$ cat src/rtl/msrv32_pkg.sv
// Shared msrv32 definitions: ALU operation codes, RV32I major opcodes,
// operand-select encodings and the decoded bundle carried by the decode stage.
package msrv32_pkg;

    localparam logic [3:0] ALU_ADD  = 4'b0000;
    localparam logic [3:0] ALU_SUB  = 4'b1000;
    localparam logic [3:0] ALU_SLL  = 4'b0001;
    localparam logic [3:0] ALU_SLT  = 4'b0010;
    localparam logic [3:0] ALU_SLTU = 4'b0011;
    localparam logic [3:0] ALU_XOR  = 4'b0100;
    localparam logic [3:0] ALU_SRL  = 4'b0101;
    localparam logic [3:0] ALU_SRA  = 4'b1101;
    localparam logic [3:0] ALU_OR   = 4'b0110;
    localparam logic [3:0] ALU_AND  = 4'b0111;

    localparam logic [6:0] OPC_LOAD   = 7'b0000011;
    localparam logic [6:0] OPC_OP_IMM = 7'b0010011;
    localparam logic [6:0] OPC_AUIPC  = 7'b0010111;
    localparam logic [6:0] OPC_STORE  = 7'b0100011;
    localparam logic [6:0] OPC_OP     = 7'b0110011;
    localparam logic [6:0] OPC_LUI    = 7'b0110111;
    localparam logic [6:0] OPC_BRANCH = 7'b1100011;
    localparam logic [6:0] OPC_JALR   = 7'b1100111;
    localparam logic [6:0] OPC_JAL    = 7'b1101111;

    localparam logic [1:0] OP1_RS1  = 2'b00;
    localparam logic [1:0] OP1_PC   = 2'b01;
    localparam logic [1:0] OP1_ZERO = 2'b10;

    typedef enum logic [2:0] {
        IMM_NONE,
        IMM_I,
        IMM_S,
        IMM_B,
        IMM_U,
        IMM_J,
        IMM_SH
    } imm_sel_e;

    typedef struct packed {
        logic [31:0] pc;
        logic [3:0]  alu;
        logic [4:0]  rs1;
        logic [4:0]  rs2;
        logic [4:0]  rd;
        logic [31:0] imm;
        logic [1:0]  op1_sel;
        logic        op2_sel;
        logic [2:0]  funct3;
        logic        wb_en;
        logic        mem_rd;
        logic        mem_wr;
        logic        branch;
        logic        jump;
        logic        illegal;
    } decode_t;

    // funct7 must be all-zero; the alternate 0100000 form only where SUB/SRA exist.
    function automatic logic funct7_ok(input logic [6:0] funct7, input logic allow_alt);
        return (funct7 == 7'b0000000) || (allow_alt && funct7 == 7'b0100000);
    endfunction

endpackage

$ cat src/rtl/msrv32_imm_gen.sv
// Combinational RV32I immediate generator: I/S/B/U/J formats plus the
// zero-extended shift amount, selected by the decoder.
module msrv32_imm_gen
    import msrv32_pkg::*;
(
    input  logic [31:7] instr,
    input  imm_sel_e    imm_sel,
    output logic [31:0] imm
);

    always_comb begin
        imm = 32'd0;
        case (imm_sel)
            IMM_I:  imm = {{20{instr[31]}}, instr[31:20]};
            IMM_S:  imm = {{20{instr[31]}}, instr[31:25], instr[11:7]};
            IMM_B:  imm = {{19{instr[31]}}, instr[31], instr[7], instr[30:25], instr[11:8], 1'b0};
            IMM_U:  imm = {instr[31:12], 12'd0};
            IMM_J:  imm = {{11{instr[31]}}, instr[31], instr[19:12], instr[20], instr[30:21], 1'b0};
            IMM_SH: imm = {27'd0, instr[24:20]};
            default: imm = 32'd0;
        endcase
    end

endmodule

$ cat src/rtl/msrv32_decode_stage.sv
// msrv32 instruction-decode stage: decodes a fetched RV32I instruction and
// holds the result in a one-deep valid/ready pipeline register with flush.
module msrv32_decode_stage
    import msrv32_pkg::*;
(
    input  logic        ms_riscv32_mp_clk_in,
    input  logic        ms_riscv32_mp_rst_n_in,
    input  logic        valid_in,
    input  logic [31:0] instr_in,
    input  logic [31:0] pc_in,
    output logic        ready_out,
    input  logic        flush_in,
    input  logic        ready_in,
    output logic        valid_out,
    output logic [31:0] pc_out,
    output logic [3:0]  alu_opcode_out,
    output logic [4:0]  rs1_addr_out,
    output logic [4:0]  rs2_addr_out,
    output logic [4:0]  rd_addr_out,
    output logic [31:0] imm_out,
    output logic [1:0]  op1_sel_out,
    output logic        op2_sel_out,
    output logic [2:0]  funct3_out,
    output logic        wb_en_out,
    output logic        mem_rd_out,
    output logic        mem_wr_out,
    output logic        branch_out,
    output logic        jump_out,
    output logic        illegal_out
);

    logic [6:0]  opcode;
    logic [2:0]  funct3;
    logic [6:0]  funct7;
    imm_sel_e    imm_sel;
    logic [31:0] imm_d;
    decode_t     dec_d;
    decode_t     dec_q;
    decode_t     bundle_p0;
    logic        vld_p0;
    logic        load;

    assign opcode = instr_in[6:0];
    assign funct3 = instr_in[14:12];
    assign funct7 = instr_in[31:25];

    msrv32_imm_gen u_imm_gen (
        .instr   (instr_in[31:7]),
        .imm_sel (imm_sel),
        .imm     (imm_d)
    );

    always_comb begin
        dec_d         = '0;
        imm_sel       = IMM_NONE;
        dec_d.pc      = pc_in;
        dec_d.funct3  = funct3;
        dec_d.rs1     = instr_in[19:15];
        dec_d.rs2     = instr_in[24:20];
        dec_d.rd      = instr_in[11:7];
        dec_d.alu     = ALU_ADD;
        dec_d.op1_sel = OP1_RS1;
        case (opcode)
            OPC_OP: begin
                dec_d.alu     = {instr_in[30], funct3};
                dec_d.wb_en   = 1'b1;
                dec_d.illegal = !funct7_ok(funct7, (funct3 == 3'b000) || (funct3 == 3'b101));
            end
            OPC_OP_IMM: begin
                dec_d.op2_sel = 1'b1;
                dec_d.wb_en   = 1'b1;
                if (funct3 == 3'b001 || funct3 == 3'b101) begin
                    imm_sel       = IMM_SH;
                    dec_d.alu     = {funct3[2] & instr_in[30], funct3};
                    dec_d.illegal = !funct7_ok(funct7, funct3[2]);
                end else begin
                    imm_sel   = IMM_I;
                    dec_d.alu = {1'b0, funct3};
                end
            end
            OPC_LOAD: begin
                imm_sel       = IMM_I;
                dec_d.op2_sel = 1'b1;
                dec_d.mem_rd  = 1'b1;
                dec_d.wb_en   = 1'b1;
            end
            OPC_STORE: begin
                imm_sel       = IMM_S;
                dec_d.op2_sel = 1'b1;
                dec_d.mem_wr  = 1'b1;
            end
            OPC_BRANCH: begin
                imm_sel      = IMM_B;
                dec_d.branch = 1'b1;
                case (funct3[2:1])
                    2'b10:   dec_d.alu = ALU_SLT;
                    2'b11:   dec_d.alu = ALU_SLTU;
                    default: dec_d.alu = ALU_SUB;
                endcase
            end
            OPC_JAL: begin
                imm_sel       = IMM_J;
                dec_d.jump    = 1'b1;
                dec_d.op1_sel = OP1_PC;
                dec_d.op2_sel = 1'b1;
                dec_d.wb_en   = 1'b1;
            end
            OPC_JALR: begin
                imm_sel       = IMM_I;
                dec_d.jump    = 1'b1;
                dec_d.op2_sel = 1'b1;
                dec_d.wb_en   = 1'b1;
            end
            OPC_LUI: begin
                imm_sel       = IMM_U;
                dec_d.op1_sel = OP1_ZERO;
                dec_d.op2_sel = 1'b1;
                dec_d.wb_en   = 1'b1;
            end
            OPC_AUIPC: begin
                imm_sel       = IMM_U;
                dec_d.op1_sel = OP1_PC;
                dec_d.op2_sel = 1'b1;
                dec_d.wb_en   = 1'b1;
            end
            default: dec_d.illegal = 1'b1;
        endcase
        // Illegal words still flow downstream as a harmless ADD so execute can trap.
        if (dec_d.illegal) begin
            imm_sel       = IMM_NONE;
            dec_d.alu     = ALU_ADD;
            dec_d.op1_sel = OP1_RS1;
            dec_d.op2_sel = 1'b0;
            dec_d.wb_en   = 1'b0;
            dec_d.mem_rd  = 1'b0;
            dec_d.mem_wr  = 1'b0;
            dec_d.branch  = 1'b0;
            dec_d.jump    = 1'b0;
        end
        if (dec_d.rd == 5'd0) begin
            dec_d.wb_en = 1'b0;
        end
    end

    always_comb begin
        dec_q     = dec_d;
        dec_q.imm = imm_d;
    end

    assign ready_out = !vld_p0 || ready_in;
    assign load      = valid_in && ready_out && !flush_in;

    // Stage p0: decode register feeding execute
    always_ff @(posedge ms_riscv32_mp_clk_in or negedge ms_riscv32_mp_rst_n_in) begin
        if (!ms_riscv32_mp_rst_n_in) begin
            vld_p0    <= 1'b0;
            bundle_p0 <= '0;
        end else if (flush_in) begin
            vld_p0 <= 1'b0;
        end else if (load) begin
            vld_p0    <= 1'b1;
            bundle_p0 <= dec_q;
        end else if (ready_in) begin
            vld_p0 <= 1'b0;
        end
    end

    assign valid_out      = vld_p0;
    assign pc_out         = bundle_p0.pc;
    assign alu_opcode_out = bundle_p0.alu;
    assign rs1_addr_out   = bundle_p0.rs1;
    assign rs2_addr_out   = bundle_p0.rs2;
    assign rd_addr_out    = bundle_p0.rd;
    assign imm_out        = bundle_p0.imm;
    assign op1_sel_out    = bundle_p0.op1_sel;
    assign op2_sel_out    = bundle_p0.op2_sel;
    assign funct3_out     = bundle_p0.funct3;
    assign wb_en_out      = bundle_p0.wb_en;
    assign mem_rd_out     = bundle_p0.mem_rd;
    assign mem_wr_out     = bundle_p0.mem_wr;
    assign branch_out     = bundle_p0.branch;
    assign jump_out       = bundle_p0.jump;
    assign illegal_out    = bundle_p0.illegal;

endmodule

$ cat config.mk
export PLATFORM = sky130hd
export DESIGN_NAME = msrv32_decode_stage
export DESIGN_NICKNAME = d
export VERILOG_FILES = /design/src/rtl/msrv32_pkg.sv /design/src/rtl/msrv32_imm_gen.sv /design/src/rtl/msrv32_decode_stage.sv
export SDC_FILE = /design/constraint.sdc
export NUM_CORES = 1
export LEC_CHECK = 0
export BUFFER_PORTS_ARGS = -buffer_cell sky130_fd_sc_hd__buf_2
export CORE_UTILIZATION = 40
export CTS_BUF_LIST = sky130_fd_sc_hd__clkbuf_4 sky130_fd_sc_hd__clkbuf_8 sky130_fd_sc_hd__clkbuf_16
export DETAILED_ROUTE_END_ITERATION = 7
export PLACE_DENSITY = 0.7
export SYNTH_ARGS = -nofsm -noshare
export SYNTH_HDL_FRONTEND = slang
export SYNTH_SLANG_ARGS = --single-unit
$ cat constraint.sdc
create_clock -name ms_riscv32_mp_clk_in -period 1.6 [get_ports ms_riscv32_mp_clk_in]
set_input_delay 0.32 -clock ms_riscv32_mp_clk_in [delete_from_list [all_inputs] [get_ports ms_riscv32_mp_clk_in]]
set_output_delay 0.32 -clock ms_riscv32_mp_clk_in [all_outputs]
set_load 0.02 [all_outputs]
==> impl_metrics.py <==
metrics = {
    "outcome": {
        "outcome": "complete, but fails checks",
        "violations": "hold timing, setup timing",
    },
    "die": {
        "rows": 37,
        "start_util_pct": 41.11,
        "dieHeight_um": 104.8,
        "die_x_um": 104.8,
        "die_area_um2": 10980,
        "io_pins": 166,
        "core-area_um2": 10280,
    },
    "timing": {
        "period_minus_slack_ns": 1.722,
        "tns_ns": -2.060,
        "maxSlewViolCount": 0,
        "setup_viol": 31,
        "setup_ws_ns": -0.1218,
        "tightest_slew_ns": 0.5332,
        "fin_crit_sh_pct": 107.6,
        "fin_skew_ns": 0.005724,
        "holdWs_ns": -0.03984,
        "grt_setup_unrepaired": "true",
        "hold_violations": 13,
        "fmax_mhz": 580.8,
        "slew_headroom_pct": 64.45,
    },
    "synthesis": {
        "synth-edff-count": 0,
        "ys_types": 50,
        "syn-num-nets": 536,
        "ys_seq_elements": 96,
        "synth-seq-area-share_pct": 56.86,
        "syn_area_um2": 4225,
        "syn_area_per_cell_um2": 9.048,
        "async_flop_share_pct": 100.0,
        "synth-warning-count": 0,
        "synth_top_flop_cell": "dfrtp_1",
        "synthCells": 467,
    },
    "routing": {
        "num_vias": 4231,
        "vias_per_cell": 5.079,
        "drt-initial-drc-count": 208,
        "drc_errors": 0,
        "post_drt_wl_per_cell_um": 15.52,
        "drt-total-wl_um": 12930,
        "ant_nets": 0,
        "firstDrtPassIters": 4,
    },
    "clocking": {
        "clock_path_buffers": 2,
        "cts_root_buf": "clkbuf_8",
        "cts.clk_slew.worst_paths_ns": 0.10,
        "ctsHoldBuffers": 0,
        "clock_latency_ns": 0.37,
        "cts-htree-levels": 3,
        "cts.sinks": 96,
        "cts_tree": "done",
        "cts_buffers": 9,
    },
    "critical_path": {
        "startpoint": "valid_out",
        "crit_type": "flop to flop",
        "critPathMaxFanout": 7,
        "max_stage_delay_ns": 0.41,
        "start_kind": "flop",
        "worstPathCellList": "nor2b_4, nor3b_4, o211ai_1, a31oi_4, buf_6, o21ai_4, o21ai_1",
        "r2r_slack_ns": -0.12,
        "cp-endpoint": "imm_out[30]",
        "cpMaxStageDelayCell": "dfrtp_2",
        "crit_required_ns": 1.89,
        "end_kind": "flop",
        "r2r_end": "imm_out[30]",
        "reg2regPathDepth": 7,
        "critical_path_arrival_ns": 2.01,
        "worstReg2RegStart": "valid_out",
    },
    "power": {
        "vdd_drop_max_mv": 0.5098,
        "leakage_nw": 3.278,
        "p_per_area_nw_per_um2": 902.8,
    },
    "worst_hold_path": {
        "min_path_type": "input port to async pin",
    },
    "global_route": {
        "grt_max_degree": 97,
        "antenna_found_initial": 0,
        "grt_pass1_vias": 4013,
        "grt_pass1_wl_um": 20040,
        "grt-ovfl-total": 0,
        "grt_util_all_layers_pct": 23.22,
    },
    "layout": {
        "final_nets": 761,
        "areaGrowthSynthToFinish_pct": 44.12,
        "fin_util_pct": 59.25,
        "drive_gt1_share_pct": 40.46,
        "fillers": 941,
        "fin_cells": 833,
        "final-seq-area_um2": 2404,
        "antenna_cells": 0,
        "multi_input_area_um2": 1754,
    },
    "place": {
        "hpwl_um": 9016,
        "placed_cells": 804,
        "io_buffers": 165,
        "gp_congestion": 0.8578,
    },
    "flow_run": {
        "drv_cap": 0,
    },
}
==> cells in the final DEF, fill, tap and decap left out, types with 3 or more instances in the layout <==
cell / instances
buf_12: 9
o21ai_1: 17
a32oi_1: 4
dfrtp_1: 95
a21oi_1: 22
o21ai_4: 4
buf_2: 163
buf_6: 4
o21ai_0: 13
nand3b_1: 3
nand2_1: 205
buf_4: 61
o21ai_2: 9
clkbuf_8: 10
nand3_1: 7
a22o_1: 6
nor2_1: 9
nand4_1: 4
==> stage by stage <==
| stage | setup WS [ns] | total power [W] | cell area (um^2) |
|---|---|---|---|
| 6_report | -0.1218 | 0.005497 | 6090 |
| 5_1_grt | -0.1836 | 0.005751 | 6090 |
| 3_3_place_gp | -0.3362 | 0.003853 | 5677 |
| 3_5_place_dp | -0.3892 | 0.003882 | 5677 |
| 2_1_floorplan | -0.1397 | 0.003330 | 4267 |
| 4_1_cts | -0.09993 | 0.005521 | 5963 |
==> worst min path at each step <==
stage / start / cells past startpoint / slack, ns / end
floorplan: ms_riscv32_mp_rst_n_in / 0 / 0.02 / alu_opcode_out[0]
global placement: ms_riscv32_mp_rst_n_in / 2 / 0.41 / rs2_addr_out[1]
detailed placement: ms_riscv32_mp_rst_n_in / 2 / 0.42 / rs1_addr_out[1]
CTS: ms_riscv32_mp_rst_n_in / 2 / 0.01 / rs1_addr_out[1]
global route: ms_riscv32_mp_rst_n_in / 2 / 0.02 / rs1_addr_out[0]
finish: ms_riscv32_mp_rst_n_in / 2 / -0.04 / rs1_addr_out[1]
==> registers in the layout, indices dropped and copies added (netlist names) <==
register / count
imm_out: 32
pc_out: 32
rd_addr_out: 5
rs1_addr_out: 5
rs2_addr_out: 5
alu_opcode_out: 4
funct3_out: 3
op1_sel_out: 2
branch_out: 1
illegal_out: 1
jump_out: 1
mem_rd_out: 1
mem_wr_out: 1
op2_sel_out: 1
valid_out: 1
wb_en_out: 1
==> cells in the mapped netlist, types with 2 or more instances <==
| cell | n | share of area, % |
|---|---|---|
| nor2b_1 | 3 | 0.44 |
| nand3b_1 | 3 | 0.53 |
| clkbuf_1 | 15 | 1.3 |
| inv_1 | 3 | 0.27 |
| nor3_1 | 2 | 0.24 |
| buf_1 | 3 | 0.27 |
| a32oi_1 | 4 | 0.83 |
| nand2b_1 | 2 | 0.30 |
| a21oi_1 | 22 | 2.6 |
| buf_4 | 3 | 0.53 |
| a22o_1 | 6 | 1.2 |
| nand3_1 | 7 | 0.83 |
| and3_1 | 2 | 0.30 |
| dfrtp_1 | 96 | 57 |
| o211ai_1 | 2 | 0.36 |
| o21ai_0 | 21 | 2.5 |
| o21ai_1 | 15 | 1.8 |
| nand4_1 | 4 | 0.59 |
| nand2_1 | 205 | 18 |
| buf_2 | 3 | 0.36 |
| buf_6 | 4 | 1.1 |
| o31ai_1 | 2 | 0.36 |
| nor2_1 | 9 | 0.80 |
| o21ai_2 | 4 | 0.83 |
| a32o_1 | 2 | 0.47 |
==> power by group <==
part           total, W  switching [W]  internal, W
clock           0.00163       0.000846     0.000781
combinational   0.00115       0.000710     0.000438
sequential      0.00272       0.000101      0.00262
total           0.00550        0.00166      0.00384
==> layer usage <==
layer / track usage [%] / vias to the layer above / part of all wire (%)
met2: 36.94 / 158 / 47
met5: 0 / - / 0
li1: - / 2000 / -
met1: 31.65 / 2053 / 44
met4: 8.350 / 0 / 1.9
met3: 4.492 / 20 / 6.7
==> timing repair <==
| action | in CTS | in global routing |
|---|---|---|
| resized for setup | 7 | 12 |
| pin swaps | 10 | 13 |
| buffers inserted | 3 | 5 |
| cloned | 3 | 2 |
| endpoints found under the setup margin | 33 | 41 |
==> cell families after synthesis <==
family	Yosys count	share of synthesized area [%]
AO/OA/AOI/OAI	87	13.65
XOR/XNOR	1	0.2073
buffers and inverters	31	3.820
flip-flops	96	56.86
AND/OR/NAND/NOR	252	25.47
==> critical path, delay by kind of cell (launching register included) <==
kind	cells	cell delay [ns]
buffers and inverters	1	0.15
AND/OR/NAND/NOR	2	0.40
flip-flops	1	0.41
AO/OA/AOI/OAI	4	0.68
==> layout make-up <==
class                      instances  share of cell area, %
inverter                           3                 0.1849
clock inverter                     5                 0.9246
tap                              136                  2.794
sequential                        96                  39.47
clock buffer                      11                  2.383
multi-input combinational        343                  28.81
timing repair buffer             239                  25.44
No activity file was read; power rests on OpenSTA's default activity.
